[src/rtl/seven_seg_capture.sv]
// Recovers hex digits from a scanned 7-segment display; capture lands SETTLE_CYCLES+1 clocks after a new AN/seg value appears.
// No backpressure: the inputs are free-running, and the outputs are registered state that can be sampled at any time.
module seven_seg_capture #(
    parameter int SETTLE_CYCLES = 4
) (
    input  logic       Clk,
    input  logic       Reset,
    input  logic [3:0] AN,
    input  logic [6:0] seg,
    output logic [3:0] digit0,
    output logic [3:0] digit1,
    output logic [3:0] digit2,
    output logic [3:0] digit3,
    output logic [3:0] digit_valid,
    output logic       frame_valid,
    output logic       pattern_err,
    output logic       anode_err
);

    localparam logic [1:0] WAIT_CHANGE = 2'd0;
    localparam logic [1:0] SETTLE      = 2'd1;
    localparam logic [1:0] CAPTURED    = 2'd2;
    localparam logic [7:0] SETTLE_MAX  = 8'(SETTLE_CYCLES);

    logic [3:0] an_q, an_p;
    logic [6:0] seg_q, seg_p;
    logic [1:0] state;
    logic [7:0] stable_cnt;
    logic [3:0] mask, mask_next;
    logic       same, capture, an_legal, pat_legal, blank;
    logic [1:0] idx;
    logic [3:0] pat_hex;

    assign same    = (an_q == an_p) && (seg_q == seg_p);
    assign capture = (state == SETTLE) && same && (stable_cnt == SETTLE_MAX - 8'd1);
    assign blank   = (seg_q == 7'h7F);

    always_comb begin
        an_legal = 1'b1;
        idx      = 2'd0;
        case (an_q)
            4'b1110: idx = 2'd0;
            4'b1101: idx = 2'd1;
            4'b1011: idx = 2'd2;
            4'b0111: idx = 2'd3;
            default: an_legal = 1'b0;
        endcase
    end

    always_comb begin
        pat_legal = 1'b1;
        pat_hex   = 4'h0;
        case (seg_q)
            7'h40: pat_hex = 4'h0;
            7'h79: pat_hex = 4'h1;
            7'h24: pat_hex = 4'h2;
            7'h30: pat_hex = 4'h3;
            7'h19: pat_hex = 4'h4;
            7'h12: pat_hex = 4'h5;
            7'h02: pat_hex = 4'h6;
            7'h78: pat_hex = 4'h7;
            7'h00: pat_hex = 4'h8;
            7'h10: pat_hex = 4'h9;
            7'h08: pat_hex = 4'hA;
            7'h03: pat_hex = 4'hB;
            7'h46: pat_hex = 4'hC;
            7'h21: pat_hex = 4'hD;
            7'h06: pat_hex = 4'hE;
            7'h0E: pat_hex = 4'hF;
            default: pat_legal = 1'b0;
        endcase
    end

    // A full mask is cleared first, so a capture that coincides with the frame pulse still records its bit.
    always_comb begin
        mask_next = (mask == 4'hF) ? 4'h0 : mask;
        if (capture && an_legal)
            mask_next[idx] = 1'b1;
    end

    always_ff @(posedge Clk) begin
        if (Reset) begin
            an_q        <= 4'hF;
            an_p        <= 4'hF;
            seg_q       <= 7'h7F;
            seg_p       <= 7'h7F;
            state       <= WAIT_CHANGE;
            stable_cnt  <= 8'd0;
            mask        <= 4'h0;
            digit0      <= 4'h0;
            digit1      <= 4'h0;
            digit2      <= 4'h0;
            digit3      <= 4'h0;
            digit_valid <= 4'h0;
            frame_valid <= 1'b0;
            pattern_err <= 1'b0;
            anode_err   <= 1'b0;
        end else begin
            an_q        <= AN;
            seg_q       <= seg;
            an_p        <= an_q;
            seg_p       <= seg_q;
            mask        <= mask_next;
            frame_valid <= (mask == 4'hF);

            case (state)
                WAIT_CHANGE: begin
                    state      <= SETTLE;
                    stable_cnt <= 8'd1;
                end
                SETTLE: begin
                    if (!same) begin
                        stable_cnt <= 8'd1;
                    end else if (capture) begin
                        stable_cnt <= SETTLE_MAX;
                        state      <= CAPTURED;
                    end else if (stable_cnt != SETTLE_MAX) begin
                        stable_cnt <= stable_cnt + 8'd1;
                    end
                end
                CAPTURED: begin
                    if (!same) begin
                        state      <= SETTLE;
                        stable_cnt <= 8'd1;
                    end
                end
                default: begin
                    state      <= WAIT_CHANGE;
                    stable_cnt <= 8'd0;
                end
            endcase

            if (capture) begin
                if (!an_legal) begin
                    anode_err <= 1'b1;
                end else if (pat_legal) begin
                    digit_valid[idx] <= 1'b1;
                    case (idx)
                        2'd0: digit0 <= pat_hex;
                        2'd1: digit1 <= pat_hex;
                        2'd2: digit2 <= pat_hex;
                        default: digit3 <= pat_hex;
                    endcase
                end else begin
                    digit_valid[idx] <= 1'b0;
                    if (!blank)
                        pattern_err <= 1'b1;
                end
            end
        end
    end

endmodule

[config.mk]
export PLATFORM = sky130hd
export DESIGN_NAME = seven_seg_capture
export DESIGN_NICKNAME = d
export VERILOG_FILES = /design/src/rtl/seven_seg_capture.sv
export SDC_FILE = /design/constraint.sdc
export NUM_CORES = 1
export LEC_CHECK = 0
export CORE_MARGIN = 2
export CORE_UTILIZATION = 65
export DETAILED_ROUTE_END_ITERATION = 7
export DONT_BUFFER_PORTS = 1
export PLACE_DENSITY = 0.89
export SLEW_MARGIN = 20
export SYNTH_ARGS = -nofsm -noshare
export SYNTH_HDL_FRONTEND = slang
export SYNTH_SLANG_ARGS = --single-unit
[constraint.sdc]
create_clock -name Clk -period 5.64 [get_ports Clk]
set_input_delay 1.692 -clock Clk [delete_from_list [all_inputs] [get_ports Clk]]
set_output_delay 1.692 -clock Clk [all_outputs]
set_load 0.005 [all_outputs]
==> results.md <==
- # IOs: 36
- Distinct cells, synth: 48
- Maximum number of pins on one net before global-route repair: between 60 and 70
- Gr usage total: 28.4%
- Leakage power: between 1 and 1.5 nW
- Post-place instance area: about 0.0027 mm²
- Area used by multi-input combinational logic: roughly 0.0014 mm²
- Post-CTS sizing: 0
- CTS tree: done
- Cell chosen for the clock root: clkbuf_8
- Latest clock arrival within the worst-skew pair: 340 ps
- Synthesized area: ~0.0027 mm²
- Smallest hold slack: about 470 ps
- Launching point of the worst reg2reg path: seg_q[3]$_SDFF_PP1_
- Number of buffers inserted during clock tree synthesis: 9
- Path type of the worst min-delay path: register to register
- Clock transition at the registers of the reported paths: ~70 ps
- Fillcell total: between 200 and 300
- Cts-stage hold buffer count: 0
- Status: finished, final reports clean
- Startpoint type of the worst setup path: register
- Switching fraction of total power: 20.5%
- Worst slew margin relative to its limit: a little under two thirds
- Chip Width: 68.8 µm
- Capture point of the worst reg-to-reg path: digit0[1]$_SDFFE_PP0P_
- Global-route wire length before repair: 9660 µm
- Minimum clock period: around 2700 ps
- Routed length per instance: 16.5 µm
- HPWL Detailed: between 3000 and 4000 µm
- Worst Hold Path Cells: 2
- Vias in the first global route: approximately 2,100
- Slew @ Worst Pin: 543 ps
- Power density of the placed cells: 320 mW/mm²
- Net switching power of the design: around 0.00019 W
- Detailed router's first-iteration violation count: approximately 170
- Clock network fraction of design power: between 40% and 50%
- Placeable core region: 0.00403 mm²
- Total congestion overflow after global routing: 0
- Part of the total power dissipated in sequential elements: a little under half
- Number of port buffers: 0
- Clock sink total: 59
- Fraction of final layout cells with drive strength greater than 1: between 10 and 15%
- Final clock skew: between 10 and 15 ps
- Yosys warns: 0
- Setup repair after global routing missed its margin: false
- Final Hold Violating Endpoints: 0
- Highest achievable clock rate: roughly 0.37 GHz
- Max rail drop VDD: roughly 0.00033 V
- Critical path fanouts, max: 16
- Final count of pins violating max slew: 0
- Antenna violations before repair: 0
- Layout-stage area growth over the synthesis result: 8.12%
- Vert. Die Dim: 68.8 µm
- Synthesized instance count: about 320
- Nets: about 320
- Overall power consumption: 0.000942 W
- WHS Endpoint: mask[3]$_SDFF_PP0_
- Nets in the synthesized netlist: approximately 330
- Total inserted antenna cells: 0
- Post-CTS repair timing setup buffer count: 0
- Total via count after detailed routing: ~2,200
- Crit path capture type: register
- Total die area: about 0.0047 mm²
- Fraction of the cycle the final worst path needs: 47.9%
- Comb pwr share: between 3 and 4%
- Power Internal: roughly 0.00075 W
- Post-route cell area: ~0.0029 mm²
- Detailed-router iteration count before antenna repair: 6
- Fraction of the yosys area taken by sequential cells: 43.3%
- Count of H-tree levels built during CTS: 3
- Sequential Area: between 0.001 and 0.0015 mm²
- Max Buffers Root-to-Sink: 2
- Max capacitance violation total: 0
- Routed WL: about 6000 µm
- # rows: 23
- DRC Markers: 0
- Worst setup slack for register-to-register paths: a little under 3000 ps
- WS Path Type: register to register
- Final weighted congestion in routability-driven placement: roughly 0.87
- Total negative setup slack: 0 ps
- Register bit total from synthesis: 59
- Syn avg cell area: around 8.6 µm²
- Setup violation total in the final timing report: 0
- Worst EP required: 5870 ps
- Min-delay src: mask[3]$_SDFF_PP0_
- Via-to-Cell Ratio: roughly 6.2
- Initial cell density of the core: about two thirds
- Number of nets with antenna violations after routing: 0
- Arr. time, crit path: 2930 ps
- Worst Reg2Reg Path Length in Cells: 6
-- metrics by stage --
step,std cells,util (%),worst slack [ps]
detailed placement,346,67.2,3010
global route,362,73.2,2790
floorplan,316,-,3210
CTS,362,73.2,2970
finish,362,73.2,2940
global placement,346,67.2,3080
-- routing by layer --
layer | vias to the layer above | wire, µm | global-route usage [%]
li1 | 1092 | - | -
met1 | 1045 | 2520 | 33.9
met2 | 89 | 2840 | 44.8
met3 | 20 | 463 | 11.5
met4 | 0 | 133 | 12.5
met5 | - | 0 | 0
-- logic make-up (layout without fill, tap and decap cells) --
family          after synthesis  count (layout)  synth area share [%]
fa+ha+maj                     2               2                 0.918
mux                          10              10                  3.72
flops                        59              59                  43.3
compound gates               59              59                  13.4
buf+inv                      25              21                  3.72
simple gates                146             146                  30.1
xor+xnor                     15              15                  4.82
-- worst max path at each step --
stage,start,end,cells past startpoint
4_1_cts,seg_q[3]$_SDFF_PP1_,digit0[1]$_SDFFE_PP0P_,6
6_report,seg_q[3]$_SDFF_PP1_,digit0[1]$_SDFFE_PP0P_,6
3_5_place_dp,seg_q[3]$_SDFF_PP1_,digit0[0]$_SDFFE_PP0P_,6
2_1_floorplan,Reset,stable_cnt[6]$_SDFFE_PP0P_,3
3_3_place_gp,seg_q[3]$_SDFF_PP1_,digit0[1]$_SDFFE_PP0P_,6
5_1_grt,seg_q[3]$_SDFF_PP1_,digit0[1]$_SDFFE_PP0P_,6
-- sequential cells by signal, summed over array words and instances (netlist names), named ones only --
name,cells
an_p,4
an_q,4
anode_err,1
digit0,4
digit1,4
digit2,4
digit3,4
frame_valid,1
mask,4
pattern_err,1
seg_p,7
seg_q,7
stable_cnt,8
state,2
-- worst max-delay path: stages (launching register included) --
cell,delay (ps)
dfxtp_1,630
nand4_1,220
or4_1,440
and4_4,200
and3_1,270
or4_1,670
mux2i_1,160
-- final cells by class --
| type | count | share of cell area, % |
|---|---|---|
| clock buffers | 11 | 4.80 |
| clock inverters | 5 | 3.40 |
| inverters | 5 | 0.637 |
| multi-input cells | 232 | 49.0 |
| flip-flops and latches | 59 | 40.1 |
| well taps | 50 | 2.12 |
-- power by group through the flow --
stage / clock network (W) / registers (W) / logic [W]
after floorplan: 0 / 0.000439 / 0.0000440
after global placement: 0 / 0.000449 / 0.0000344
after detailed placement: 0 / 0.000450 / 0.0000353
after CTS: 0.000468 / 0.000441 / 0.0000362
after global routing: 0.000488 / 0.000443 / 0.0000410
final: 0.000464 / 0.000441 / 0.0000364
-- synth_stat cells (all sizes together) --
cell type / n / share of area [%]
o311ai: 1 / 0.32
a22oi: 2 / 0.55
or4: 3 / 0.83
nand4b: 2 / 0.64
nand4: 6 / 1.4
ha: 2 / 0.92
nor2b: 7 / 1.6
o32ai: 2 / 0.64
or2: 27 / 6.2
nor3: 13 / 2.4
a32oi: 2 / 0.64
nor3b: 2 / 0.55
a211oi: 3 / 0.83
and3: 3 / 0.69
mux2: 1 / 0.41
xor2: 12 / 3.9
inv: 5 / 0.69
nand3b: 1 / 0.28
dfxtp: 59 / 43
a211o: 2 / 0.64
o21ai: 16 / 2.9
a311oi: 2 / 0.64
xnor2: 3 / 0.96
a21oi: 19 / 3.5
a22o: 1 / 0.32
a31oi: 1 / 0.23
nor4: 6 / 2.1
nand2: 18 / 2.5
a21o: 2 / 0.55
o31ai: 1 / 0.28
buf: 7 / 1.2
nand3: 10 / 1.8
and4b: 1 / 0.37
nor4bb: 1 / 0.37
o2111ai: 1 / 0.32
mux2i: 9 / 3.3
o21a: 2 / 0.55
clkbuf: 13 / 1.8
or3: 1 / 0.23
and3b: 2 / 0.64
nor2: 27 / 3.7
o22ai: 2 / 0.46
and4: 1 / 0.41
nand2b: 15 / 3.4
-- cells in the final DEF, fill, tap and decap left out, types with 2 or more instances in the layout --
cell type	instances
nor4_2	3
nand2_1	18
a211oi_1	3
or2_2	26
nand2b_1	15
a211o_1	2
nor4_1	3
o22ai_1	2
ha_1	2
xnor2_1	3
xor2_1	12
clkinv_2	2
a32oi_1	2
mux2i_1	9
nor2_1	27
nand4b_1	2
or4_1	3
nor2b_1	7
and3_1	3
a21oi_1	19
o21ai_0	15
a22oi_1	2
nand4_1	6
nor3b_1	2
inv_1	5
clkbuf_8	10
and3b_1	2
nor3_1	13
o32ai_1	2
a21o_1	2
o21a_1	2
a311oi_1	2
dfxtp_1	59
nand3_1	10
bufinv_16	3
Power figures use the tool's default switching activity.
==> RTL edit 1, RTL diff (same flow settings) <==
Remove the register `frame_valid`: a continuous assignment takes its place, so the output `frame_valid` follows one clock earlier.
--- a/src/rtl/seven_seg_capture.sv
+++ b/src/rtl/seven_seg_capture.sv
@@ -92,7 +92,6 @@
             digit2      <= 4'h0;
             digit3      <= 4'h0;
             digit_valid <= 4'h0;
-            frame_valid <= 1'b0;
             pattern_err <= 1'b0;
             anode_err   <= 1'b0;
         end else begin
@@ -101,7 +100,6 @@
             an_p        <= an_q;
             seg_p       <= seg_q;
             mask        <= mask_next;
-            frame_valid <= (mask == 4'hF);
 
             case (state)
                 WAIT_CHANGE: begin
@@ -150,5 +148,7 @@
         end
     end
 
+    assign frame_valid = (mask == 4'hF);
+
 endmodule
 
Check against the original RTL: same outputs for any inputs over 10 cycles, from zero or initial values and one cycle with Reset high; that may be too few to reach the edited logic, so the function may still have changed.
==> RTL edit 1 against the unedited design <==
- synthesized area fell by 3.7%
- wire length fell by 10%
- clock power fell by 9.5%
- fmax rose by 0.27%
- setup slack improved by 0.0072 ns
- cell area fell by 4.0%
- sequential cell count fell by 1
- utilization fell by 1.4 points
- synthesized cell count fell by 6.6%
- total power fell by 5.2%
- die area fell by 3.5%
- sequential share of layout area rose by 0.98 points
- critical path type is now primary input to flip-flop
==> RTL edit 1: results (changes against the unedited design) <==
Global route
  • GRT Util Overall: 25.0% (-3.3 points)
  • First-pass GRT wire length: 8390 um (-13%)
  • Largest net degree at the start of global routing: 34 (-44%)
  • M3 GR Usage: 8.67% (-2.9 points)
  • Met1 Resource Use GR: 30.8% (-3.2 points)
  • Initial antenna violation count: 0 (unchanged)

Run status
  • Status: finished clean

Synthesis
  • Register area share after synthesis: 44.2% (+0.91 points)
  • Post-synth top cells: 58 x dfxtp_1, 25 x nand2_1, 23 x nor2_1
  • Synth async-reset ratio: 0% (unchanged)
  • Net Count, Synth: 310 (-6.3%)
  • Count of cell types in the netlist: 53 (+10%)
  • Ranking of synthesized cells by area: dfxtp_1 44%, or2_2 5.2%, xnor2_1 4.7%, nand2_1 3.6%, nor2_1 3.3%

Drt
  • WL met2: 2560 um (-9.8%)
  • Vias post-DR: 2076 (-7.6%)
  • Wirelength, routed: 5350 um (-10%)
  • First DRT Iteration DRCs: 158 (-9.2%)
  • Met1 WL: 2440 um (-3.2%)
  • Met3 wire length: 237 um (-49%)

Worst setup path
  • CP startpoint: Reset
  • Crit path kind: primary input to flip-flop
  • Critical Path Fanout Max: 33 (+17)
  • R2R setup slack: 3.20 ns (+0.26 ns)
  • Worst EP arrival: 2.97 ns (+0.04 ns)
  • Worst path max stage delay: 0.50 ns (-0.17 ns)
  • R2R Path Start: seg_q[5]

CTS
  • Gates resized, CTS repair: 0 (unchanged)
  • CTS buffer count: 9 (unchanged)
  • Clock slew at reported path FFs: 0.07 ns (about the same)

Layout
  • Share of cells above drive strength 1: 16.3% (+1.6 points)
  • Fin nets: 304 (-5.6%)
  • Fill cell count: 304 (+3.1%)

Timing
  • Fmax achieved: 0.371 GHz (+0.27%)
  • Worst Skew: 0.0128 ns (+0.00245 ns)

Placement
  • Dpl ws: 2.67 ns (-0.340 ns)
  • Final Wtd Congestion: 0.889 (+2.0%)
  • Final HPWL DP: 3550 um (-5.6%)

Pwr
  • Peak VDD IR: 0.275 mV (-16%)
  • Leakage: 1.02 nW (-3.0%)
## RTL edit 1: worst min path at each step
stage          startpoint  endpoint  slack (ns)  cells past startpoint
2_1_floorplan     mask[2]   mask[2]        0.44                      2
3_3_place_gp      mask[1]   mask[1]        0.44                      2
3_5_place_dp      mask[2]   mask[2]        0.44                      2
4_1_cts           mask[3]   mask[3]        0.45                      2
5_1_grt           mask[3]   mask[3]        0.47                      2
6_report          mask[2]   mask[2]        0.45                      2
## RTL edit 1: cell families after synthesis
| family | count (synthesis) | synth area share (%) |
|---|---|---|
| AOI/OAI and AO/OA | 63 | 16.1 |
| DFF | 58 | 44.2 |
| and+or+nand+nor | 120 | 25.4 |
| muxes | 10 | 3.91 |
| buffers and inverters | 27 | 4.39 |
| xor gates and xnor gates | 15 | 5.00 |
| adders and majority gates | 2 | 0.953 |
## RTL edit 1: through the flow
step	cells	power, mW	cell area (sq um)
global route	344	0.922	2830
floorplan	295	0.476	2630
detailed placement	328	0.480	2610
global placement	328	0.479	2610
CTS	344	0.897	2830
finish	344	0.893	2830
## RTL edit 1: worst max-delay path: cells and delay by family
family / cells / cell delay, ns
AOI/OAI and AO/OA: 1 / 0.18
buffers and inverters: 1 / 0.50
and+or+nand+nor: 2 / 0.59
## RTL edit 1: power by group
group	total, mW	switching (mW)	leakage [nW]	internal [mW]
sequential	0.434	0.0159	0.473	0.418
combinational	0.0388	0.0194	0.436	0.0194
clock	0.420	0.161	0.109	0.259
## RTL edit 1: final cells by class
| type | count | area [sq um] | area share (%) |
|---|---|---|---|
| well taps | 50 | 62.6 | 2.21 |
| flip-flops and latches | 58 | 1160 | 41.0 |
| clock inverters | 5 | 77.6 | 2.74 |
| clock buffers | 11 | 141 | 5.00 |
| multi-input cells | 210 | 1350 | 47.7 |
| inverters | 10 | 37.5 | 1.33 |
==> RTL edit 2, RTL diff (same flow settings) <==
Made on the original files. Put one more register stage on the output `digit_valid`, without a reset. The value now appears one clock later. The other outputs are not delayed to match.
--- a/src/rtl/seven_seg_capture.sv
+++ b/src/rtl/seven_seg_capture.sv
@@ -21,6 +21,8 @@
     localparam logic [1:0] SETTLE      = 2'd1;
     localparam logic [1:0] CAPTURED    = 2'd2;
     localparam logic [7:0] SETTLE_MAX  = 8'(SETTLE_CYCLES);
+
+    logic [3:0] digit_valid_s0;
 
     logic [3:0] an_q, an_p;
     logic [6:0] seg_q, seg_p;
@@ -91,7 +93,7 @@
             digit1      <= 4'h0;
             digit2      <= 4'h0;
             digit3      <= 4'h0;
-            digit_valid <= 4'h0;
+            digit_valid_s0 <= 4'h0;
             frame_valid <= 1'b0;
             pattern_err <= 1'b0;
             anode_err   <= 1'b0;
@@ -134,7 +136,7 @@
                 if (!an_legal) begin
                     anode_err <= 1'b1;
                 end else if (pat_legal) begin
-                    digit_valid[idx] <= 1'b1;
+                    digit_valid_s0[idx] <= 1'b1;
                     case (idx)
                         2'd0: digit0 <= pat_hex;
                         2'd1: digit1 <= pat_hex;
@@ -142,7 +144,7 @@
                         default: digit3 <= pat_hex;
                     endcase
                 end else begin
-                    digit_valid[idx] <= 1'b0;
+                    digit_valid_s0[idx] <= 1'b0;
                     if (!blank)
                         pattern_err <= 1'b1;
                 end
@@ -150,5 +152,9 @@
         end
     end
 
+    always_ff @(posedge Clk) begin
+        digit_valid <= digit_valid_s0;
+    end
+
 endmodule
 
Formal check against the unedited RTL: not equivalent (a bounded check fails within 10 cycles, from zero or initial values and one cycle with Reset high).
==> RTL edit 2 against the unedited design <==
- sequential cell count is 4 higher
- synthesized cell count is 3.2% higher
- clock power is 29% lower
- total power is 11% lower
- critical endpoint is now stable_cnt[6]
- setup slack better by 0.063 ns
- utilization is 3.6 points lower
- critical path depth stayed put
- cell area is 1.4% higher
- synthesized area is 4.2% higher
- largest cell class unchanged
- highest routed layer unchanged
- wire length is 5.5% lower
- sequential power is 6.6% higher
- die area is 3.9% higher
- global-route usage is 3.9 points lower
==> RTL edit 2: results (changes against the unedited design) <==
Drt
  • Met1 WL: 2420 um (-3.9%)
  • Met3 wire length: 444 um (-4.1%)
  • Wirelength, routed: 5630 um (-5.5%)
  • Router iterations before antenna repair: 5 (-1)
  • First DRT Iteration DRCs: 193 (+11%)
  • Vias post-DR: 2266 (+0.89%)
  • WL met2: 2640 um (-7.3%)

Layout
  • Post-Layout Cell Count: 371 (+2.5%)
  • Fin nets: 329 (+2.2%)
  • Fill cell count: 341 (+16%)
  • Biggest regs: stable_cnt: 8 flops, seg_p: 7 flops, seg_q: 7 flops
  • Ant. Diodes: 0 (unchanged)
  • Share of cells above drive strength 1: 14.7% (about the same)

CTS
  • Clock slew at reported path FFs: 0.07 ns (about the same)
  • Longest Clk Path Bufs: 2 (unchanged)
  • Post-CTS Setup Bufs: 0 (unchanged)
  • CTS root buf: clkbuf_8
  • Later-pin clock latency in the skew report: 0.34 ns (about the same)

Worst setup path
  • Delay-heaviest family, CP: simple AND/OR/NAND/NOR gates
  • FF-to-FF End: stable_cnt[6]
  • Worst R2R Path Depth: 6 (unchanged)
  • CP startpoint: seg_q[4]
  • CP max stage cell: dfxtp_1
  • Worst path max stage delay: 0.68 ns
  • R2R setup slack: 3.00 ns (+0.06 ns)
  • Critical Path Fanout Max: 17 (+1)
  • Worst EP arrival: 2.92 ns (about the same)

Pwr
  • Gate power share: 4.7% (+0.8 points)
  • Sw frac: 25.0% (+4.5 points)
  • Leakage: 1.06 nW (+0.79%)
  • Peak VDD IR: 0.191 mV (-42%)
  • Clk pwr share: 39.4% (-9.9 points)
  • Pwr Total: 841 uW (-11%)

Placement
  • Final HPWL DP: 3630 um (-3.5%)
  • Final Wtd Congestion: 0.900 (+3.4%)
  • Port bufs: 0 (unchanged)
  • Dpl cells: 355 (+2.6%)

Run status
  • Status: finished clean

Worst hold path
  • Worst Hold End: digit_valid[0]
  • Hold Path Stages: 0 (-2)
  • Worst Hold Class: flip-flop to flip-flop

Synthesis
  • Net Count, Synth: 341 (+3.0%)
  • Post-synth top cells: 63 x dfxtp_1, 24 x nor2_1, 23 x o21ai_0, 23 x or2_2, 22 x clkbuf_1
  • Mapped Cells: 326 (+3.2%)
  • Register area share after synthesis: 44.4% (+1.1 points)
  • Ranking of synthesized cells by area: dfxtp_1 44%, or2_2 5.1%, o21ai_0 4.1%, xnor2_1 4.0%, nor2_1 3.2%
  • YS warnings: 0 (unchanged)
  • Count of cell types in the netlist: 56 (+17%)

Global route
  • First-pass GRT wire length: 9430 um (-2.4%)
  • GRT Util Overall: 24.5% (-3.9 points)
  • Vias in the first global route: 2102 (+1.7%)
  • Largest net degree at the start of global routing: 61 (unchanged)

Timing
  • Worst Skew: 0.00780 ns (-0.00256 ns)
  • Worst slew pin tran: 0.670 ns (+0.126 ns)
[RTL edit 2: kinds of logic after synthesis]
family	count (synthesis)	share of synthesized area (%)
flip-flops	63	44.4
adder cells (fa/ha/maj)	2	0.881
multiplexers	4	1.45
AO/OA/AOI/OAI	72	15.6
buffers and inverters	29	3.88
AND/OR/NAND/NOR	140	28.9
XOR/XNOR	16	4.93
[RTL edit 2: per-stage QoR]
| stage | area [sq um] | utilization [%] | setup WS (ns) | hold slack, ns |
|---|---|---|---|---|
| finish | 2990 | 69.6 | 3.00 | 0.353 |
| global placement | 2820 | 65.6 | 2.98 | 0.337 |
| floorplan | 2840 | - | 3.21 | 0.331 |
| global route | 2990 | 69.6 | 2.85 | 0.366 |
| detailed placement | 2820 | 65.6 | 2.88 | 0.339 |
| CTS | 2980 | 69.5 | 2.85 | 0.354 |
[RTL edit 2: metal layers]
| layer | up-vias | GRT usage [%] |
|---|---|---|
| li1 | 1109 | - |
| met5 | - | 0 |
| met2 | 93 | 38.1 |
| met4 | 0 | 13.9 |
| met1 | 1047 | 29.7 |
| met3 | 17 | 8.08 |
[RTL edit 2: worst max path at each step]
stage                     to  slack, ns
2_1_floorplan        an_q[0]       3.21
3_3_place_gp       digit3[1]       2.98
3_5_place_dp       digit3[2]       2.88
4_1_cts            digit3[2]       2.85
5_1_grt        stable_cnt[6]       2.85
6_report       stable_cnt[6]       3.00
[RTL edit 2: cell type report]
cell class | count | area, sq um | area share, %
inverters | 6 | 22.5 | 0.754
clock inverters | 6 | 37.5 | 1.26
flip-flops and latches | 63 | 1260 | 42.2
well taps | 52 | 65.1 | 2.18
multi-input cells | 234 | 1470 | 49.3
clock buffers | 10 | 128 | 4.27
